===== config.mk =====
export PLATFORM = sky130hd
export DESIGN_NAME = scalar_op_controller
export DESIGN_NICKNAME = d
export VERILOG_FILES = /design/src/rtl/scalar_ctrl_pkg.sv /design/src/rtl/scalar_op_controller.sv
export SDC_FILE = /design/constraint.sdc
export NUM_CORES = 1
export LEC_CHECK = 0
export CAP_MARGIN = 10
export CORE_UTILIZATION = 30
export DETAILED_ROUTE_END_ITERATION = 8
export PLACE_DENSITY = 0.59
export SYNTH_ARGS = -nofsm -noshare
export SYNTH_HDL_FRONTEND = slang
export SYNTH_SLANG_ARGS = --single-unit

===== constraint.sdc =====
create_clock -name clk -period 6.76 [get_ports clk]
set_input_delay 1.352 -clock clk [delete_from_list [all_inputs] [get_ports clk]]
set_output_delay 1.352 -clock clk [all_outputs]
set_load 0.02 [all_outputs]

===== src/rtl/scalar_ctrl_pkg.sv =====
`default_nettype none
// ============================================================================
// Module      : scalar_ctrl_pkg
// Description : Shared sizes and FSM state encoding for scalar_op_controller.
// Revision    : 1.0 - initial release
// ============================================================================
package scalar_ctrl_pkg;

  localparam int N_ELEM = 25;
  localparam int ELEM_W = 8;
  localparam int IDX_W  = 5;
  localparam int FLAT_W = N_ELEM * ELEM_W;

  localparam logic [IDX_W-1:0] LAST_IDX = IDX_W'(N_ELEM - 1);

  typedef logic [1:0] state_t;

  localparam state_t ST_IDLE  = 2'd0;
  localparam state_t ST_LOAD  = 2'd1;
  localparam state_t ST_EXEC  = 2'd2;
  localparam state_t ST_DRAIN = 2'd3;

endpackage
`default_nettype wire


===== src/rtl/scalar_op_controller.sv =====
`default_nettype none
// ============================================================================
// Module      : scalar_op_controller
// Description : Job sequencer for the external 25-element matrix-by-scalar ALU:
//               loads A, runs the ALU for one cycle, streams the products out.
//               Optional macro SCALAR_CTRL_OVF_ABORT_EN skips the drain when
//               the ALU reports overflow.
// Revision    : 1.0 - initial release
// ============================================================================
module scalar_op_controller
  import scalar_ctrl_pkg::*;
(
  input  logic              clk,
  input  logic              rst_n,
  input  logic              start,
  input  logic [7:0]        scalar,
  input  logic              in_valid,
  output logic              in_ready,
  input  logic [7:0]        in_data,
  output logic              out_valid,
  input  logic              out_ready,
  output logic [7:0]        out_data,
  output logic [199:0]      alu_a_flat,
  output logic [7:0]        alu_scalar,
  input  logic [199:0]      alu_c_flat,
  input  logic              alu_overflow,
  output logic              busy,
  output logic              done,
  output logic              overflow_flag,
  output logic              ovf_abort
);

  state_t            r_state;
  logic [IDX_W-1:0]  r_idx;
  logic [ELEM_W-1:0] r_a [N_ELEM];
  logic [ELEM_W-1:0] r_r [N_ELEM];
  logic [ELEM_W-1:0] r_scalar;
  logic              r_ovf;
  logic              r_done;

  logic              w_last;
  logic              w_abort;
  logic [IDX_W-1:0]  w_idx_next;

  assign w_last     = (r_idx == LAST_IDX);
  // Wrap on the last beat so out_data never reads past R while idle.
  assign w_idx_next = w_last ? '0 : r_idx + 1'b1;

`ifdef SCALAR_CTRL_OVF_ABORT_EN
  assign w_abort = alu_overflow;
`else
  assign w_abort = 1'b0;
`endif

  always_ff @(posedge clk) begin
    if (!rst_n) begin
      r_state  <= ST_IDLE;
      r_idx    <= '0;
      r_scalar <= '0;
      r_ovf    <= 1'b0;
      r_done   <= 1'b0;
      for (int k = 0; k < N_ELEM; k++) begin
        r_a[k] <= '0;
        r_r[k] <= '0;
      end
    end else begin
      r_done <= 1'b0;
      case (r_state)
        ST_IDLE: begin
          if (start) begin
            r_scalar <= scalar;
            r_ovf    <= 1'b0;
            r_idx    <= '0;
            r_state  <= ST_LOAD;
          end
        end
        ST_LOAD: begin
          if (in_valid) begin
            r_a[r_idx] <= in_data;
            r_idx      <= w_idx_next;
            if (w_last) begin
              r_state <= ST_EXEC;
            end
          end
        end
        ST_EXEC: begin
          for (int k = 0; k < N_ELEM; k++) begin
            r_r[k] <= alu_c_flat[k*ELEM_W +: ELEM_W];
          end
          r_ovf <= alu_overflow;
          r_idx <= '0;
          if (w_abort) begin
            r_state <= ST_IDLE;
            r_done  <= 1'b1;
          end else begin
            r_state <= ST_DRAIN;
          end
        end
        ST_DRAIN: begin
          if (out_ready) begin
            r_idx <= w_idx_next;
            if (w_last) begin
              r_state <= ST_IDLE;
              r_done  <= 1'b1;
            end
          end
        end
        default: r_state <= ST_IDLE;
      endcase
    end
  end

`ifdef SCALAR_CTRL_OVF_ABORT_EN
  logic r_abort;

  // Pulse aligned with the done that ends an aborted job.
  always_ff @(posedge clk) begin
    if (!rst_n) begin
      r_abort <= 1'b0;
    end else begin
      r_abort <= (r_state == ST_EXEC) && alu_overflow;
    end
  end

  assign ovf_abort = r_abort;
`else
  assign ovf_abort = 1'b0;
`endif

  generate
    for (genvar k = 0; k < N_ELEM; k++) begin : g_pack
      assign alu_a_flat[k*ELEM_W +: ELEM_W] = r_a[k];
    end
  endgenerate

  assign alu_scalar    = r_scalar;
  assign in_ready      = (r_state == ST_LOAD);
  assign out_valid     = (r_state == ST_DRAIN);
  assign out_data      = r_r[r_idx];
  assign busy          = (r_state != ST_IDLE);
  assign done          = r_done;
  assign overflow_flag = r_ovf;

endmodule
`default_nettype wire


# Word-level counts from Yosys, hierarchy flattened
# Memory sizes are Yosys's and may differ from the RTL's. A register that Yosys moved wholly into a read port is not among the register bits.
# Cells that the tools add are included.
# word_totals
register_bits	17
ram_bits	400
in_bits	222
output_inout_bits	222
wordCells	103
mem_count	2
# memory_table
name	words	word_bits	rd	rd_ports_with_merged_regs	write_ports	line	source
r_a	25	8	25	0	25	scalar_op_controller.sv:35	logic [ELEM_W-1:0] r_a [N_ELEM];
r_r	25	8	1	1	25	scalar_op_controller.sv:36	logic [ELEM_W-1:0] r_r [N_ELEM];
# classes
n_addsub	1
n_eq_ne	9
muxes	52
bitwise	25
n_reduce_logical	9
# op_table
operator	count
$mux 8	26
$mux 5	7
$or 1x1->1	25
$pmux 5 s4	1
$mux 1	11
$mux 2	5
$pmux 2 s4	1
$reduce_or 8->1	1
$ne 2x1->1 const B	3
$reduce_and 3->1	2
$add 5x1->5 const B	1
$eq 5x5->1 const B	1
$reduce_and 5->1	1
$eq 2x2->1 const B	2
$ne 2x2->1 const B	2
$reduce_and 2->1	2
$reduce_bool 2->1	2
$eq 2x1->1 const B	1
$logic_not 2->1	1
$pmux 1 s2	1

# Longest topological paths before layout
# logic_depth
depth_word	6
ltp_mapped	8
depth_no_buf	6

# Worst setup path after synthesis
# OpenSTA, ideal clock, no wires.
# synth_path
path_type	input -> register
start	input port rst_n
end	memory r_r[0][0] (enable)
arrival_time_ns	6.205
path_slack_ns	-0.041
stages	3
cell_sequence	buf_2 clkbuf_1 nand2b_1
# synth_rtl
item	line	source
start, declared	scalar_op_controller.sv:14	input logic rst_n,
end, declared	scalar_op_controller.sv:36	

==> metrics.md <==
| Metric | Value |
|---|---|
| WL/cell | 24.07 µm |
| Worst Hold Class | reg2reg |
| Async SR Flop Fraction | 0% |
| Worst setup SP type | flop |
| Global-route wire length before repair | 82030 µm |
| Initial antenna violation count | 19 |
| IO Port Bufs | between 400 and 500 |
| Share of the yosys chip area belonging to registers | roughly 71% |
| Num rows | 88 |
| Via density | 4.740 |
| Final ANT Viol Nets | 0 |
| RSZ-0062 raised after global routing | false |
| Post-CTS Setup Bufs | 0 |
| Die Wd | 244.1 µm |
| Fmax | 209.9 MHz |
| CTS sink cnt | 422 |
| Worst Hold Launch | alu_scalar[4]$_SDFFE_PN0P_ |
| Post-Syn Instances | approximately 1100 |
| Yosys top cell area share | 68.30% |
| Syn-to-layout area delta | 37.85% |
| P_leak | 9.064 nW |
| CP Max Fanout | 27 |
| CP Class | reg2out |
| WP data arrival | roughly 3.4 ns |
| Req. time, crit path | 5.41 ns |
| Area contributors post-synth | edfxtp_1, and2_1, mux4_2 |
| Post-CTS Hold Fix Bufs | 0 |
| DR iter-0 viols | 744 |
| Setup Total Neg Slack | 0 ns |
| CTS tree | done |
| Post-cts sizing count | 0 |
| Core Footprint | 0.05781 mm² |
| Die Ht | approximately 240 µm |
| Reg clk slew, reported paths | roughly 0.060 ns |
| DRC viols | 0 |
| Worst R2R Start | r_state[1]$_SDFFE_PN0P_ |
| Routability cong. | about 0.87 |
| GRT Total Usage | 18.96% |
| I/O Pins | 444 |
| Final nets | 1795 |
| Area of the mapped netlist | 0.01759 mm² |
| Max-cap violations | 0 |
| CTS H-tree lvls | 2 |
| Synthesis Warnings | 0 |
| Cell taking the most area after synthesis | edfxtp_1 |
| Largest net degree at the start of global routing | 159 |
| DR top layer | met5 |
| CP Capture Type | output pin |
| Clk buf depth | 3 |
| M1 wire length | between 20000 and 25000 µm |
| Layout cells sized above 1 | 9.051% |
| Grt ovf | 0 |
| Netlist cell types | 44 |
| Worst-Skew Late Latency | between 0.5 and 0.6 ns |
| Post-route setup slack | 1.995 ns |
| Total wire length | 57140 µm |
| Post-synth EDFFs | 400 |
| CTS Buf Count | 47 |
| First-pass DRT Iterations | 5 |
| Slew Limit Headroom | 20.86% |
| Final min period | 4.765 ns |
| Syn_area_per_cell | 15.32 µm² |
| Root buffer cell | clkbuf_16 |
| Pre-CTS setup slack | 2.583 ns |
| Post-synth net total | approximately 1400 |
| Post-DP HPWL | roughly 41000 µm |
| Seq cells post-synth | 422 |
| Max Slew Vio Count | 0 |
| Layout fillers | 5288 |
| Effective utilization at floorplan | 30.42% |
| Wire length on met3 | 7081 µm |
| Period utilisation layout | 70.49% |
| R2R cell count | 5 |
| Least-Margin Pin Slew | 1.175 ns |
| Worst hold path depth | 2 |
| Status | complete, no violations |
| Most frequent cells in the layout | clkdlybuf4s50_1, edfxtp_1, and2_1 |
| Final setup violation count | 0 |
| Most common cell after layout, fill and taps aside | clkdlybuf4s50_1 |
| Die area | a little under 0.06 mm² |
| Power Dens Cells | 300.5 mW/mm² |
| Most used DFF post-synth | edfxtp_1 |
| Skew final | between 0.015 and 0.02 ns |
| Final hold viol count | 0 |
| Max VDD drop | between 0.2 and 0.3 mV |
| Vias in the first global route | 11695 |
| Met2 wire length | ~27000 µm |
| Routed via count | 11252 |
-- routing by layer --
layer | GRT usage [%] | up-vias
met2 | 30.65 | 473
met5 | 0 | -
met4 | 4.632 | 26
met3 | 9.471 | 100
met1 | 22.37 | 5549
li1 | - | 5104
-- power by group --
| group | internal, mW | switching [mW] | leakage, nW | total, mW |
|---|---|---|---|---|
| clock | 1.43 | 1.08 | 0.729 | 2.51 |
| combinational | 0.620 | 0.657 | 4.01 | 1.28 |
| sequential | 3.26 | 0.232 | 4.32 | 3.49 |
| total | 5.31 | 1.97 | 9.06 | 7.29 |
-- Yosys cell counts, types with 2 or more instances --
library cell	count
a21boi_0	8
nand4_1	2
o211ai_1	5
o311a_1	2
buf_6	4
dfxtp_1	22
and3_1	156
clkbuf_1	71
mux2i_1	3
nor2_2	10
nor3b_1	3
mux4_2	45
nor2_1	18
nand3_1	10
ha_1	9
buf_2	6
buf_4	5
nand2b_1	4
inv_1	6
or3_1	3
nor2b_1	5
nand2_1	21
mux4_1	3
and2_1	250
edfxtp_1	400
a22oi_1	12
o22ai_1	7
nand3b_1	4
a21oi_1	2
o21ai_0	38
-- registers in the layout, summed over array words and instances, names as in the netlist, named ones only --
signal	flops
r_idx	5
overflow_flag	1
r_state	2
r_a	200
r_r	200
alu_scalar	8
done	1
-- final timing paths --
path	to	slack, ns
setup / recovery	out_data[1]	1.99
hold / removal	alu_scalar[4]$_SDFFE_PN0P_	0.47
setup reg to reg	r_a[5][6]$_SDFFCE_PN0P_	3.60
hold reg to reg	alu_scalar[4]$_SDFFE_PN0P_	0.47
-- worst max-delay path, stage by stage (launching register included) --
cell	delay [ns]
dfxtp_2	0.76
nor3b_1	0.78
a22oi_1	0.23
and3_1	0.22
o21ai_0	0.15
clkdlybuf4s50_1	0.69
-- area by class of cell --
type	count	area [µm²]	area share, %
flip-flops and latches	422	12460	51.39
multi-input cells	633	4750	19.59
repair buffers	454	4528	18.68
clock buffers	56	1231	5.078
well taps	765	957.2	3.948
clock inverters	31	279.0	1.151
inverters	6	22.52	0.09290
diodes	7	17.52	0.07225
-- kinds of logic after synthesis --
family | share of synthesized area (%)
other | 0.02132
AND/OR/NAND/NOR | 16.98
adder cells (fa/ha/maj) | 0.6403
AO/OA/AOI/OAI | 2.704
XOR/XNOR | 0.09962
multiplexers | 6.446
flip-flops | 70.80
buffers and inverters | 2.305
-- per-stage QoR --
stage          total power, mW  area [µm²]  hold slack [ns]  std cells  utilization, %
4_1_cts                  7.353       24230           0.4710       2367           41.91
3_5_place_dp             4.845       22720           0.4630       2280           39.30
3_3_place_gp             4.838       22720           0.4570       2280           39.30
2_1_floorplan            4.236       17590           0.5253       1148               -
5_1_grt                  7.563       24230           0.4923       2368           41.91
6_report                 7.286       24240           0.4675       2374           41.94
Power figures use the tool's default switching activity.
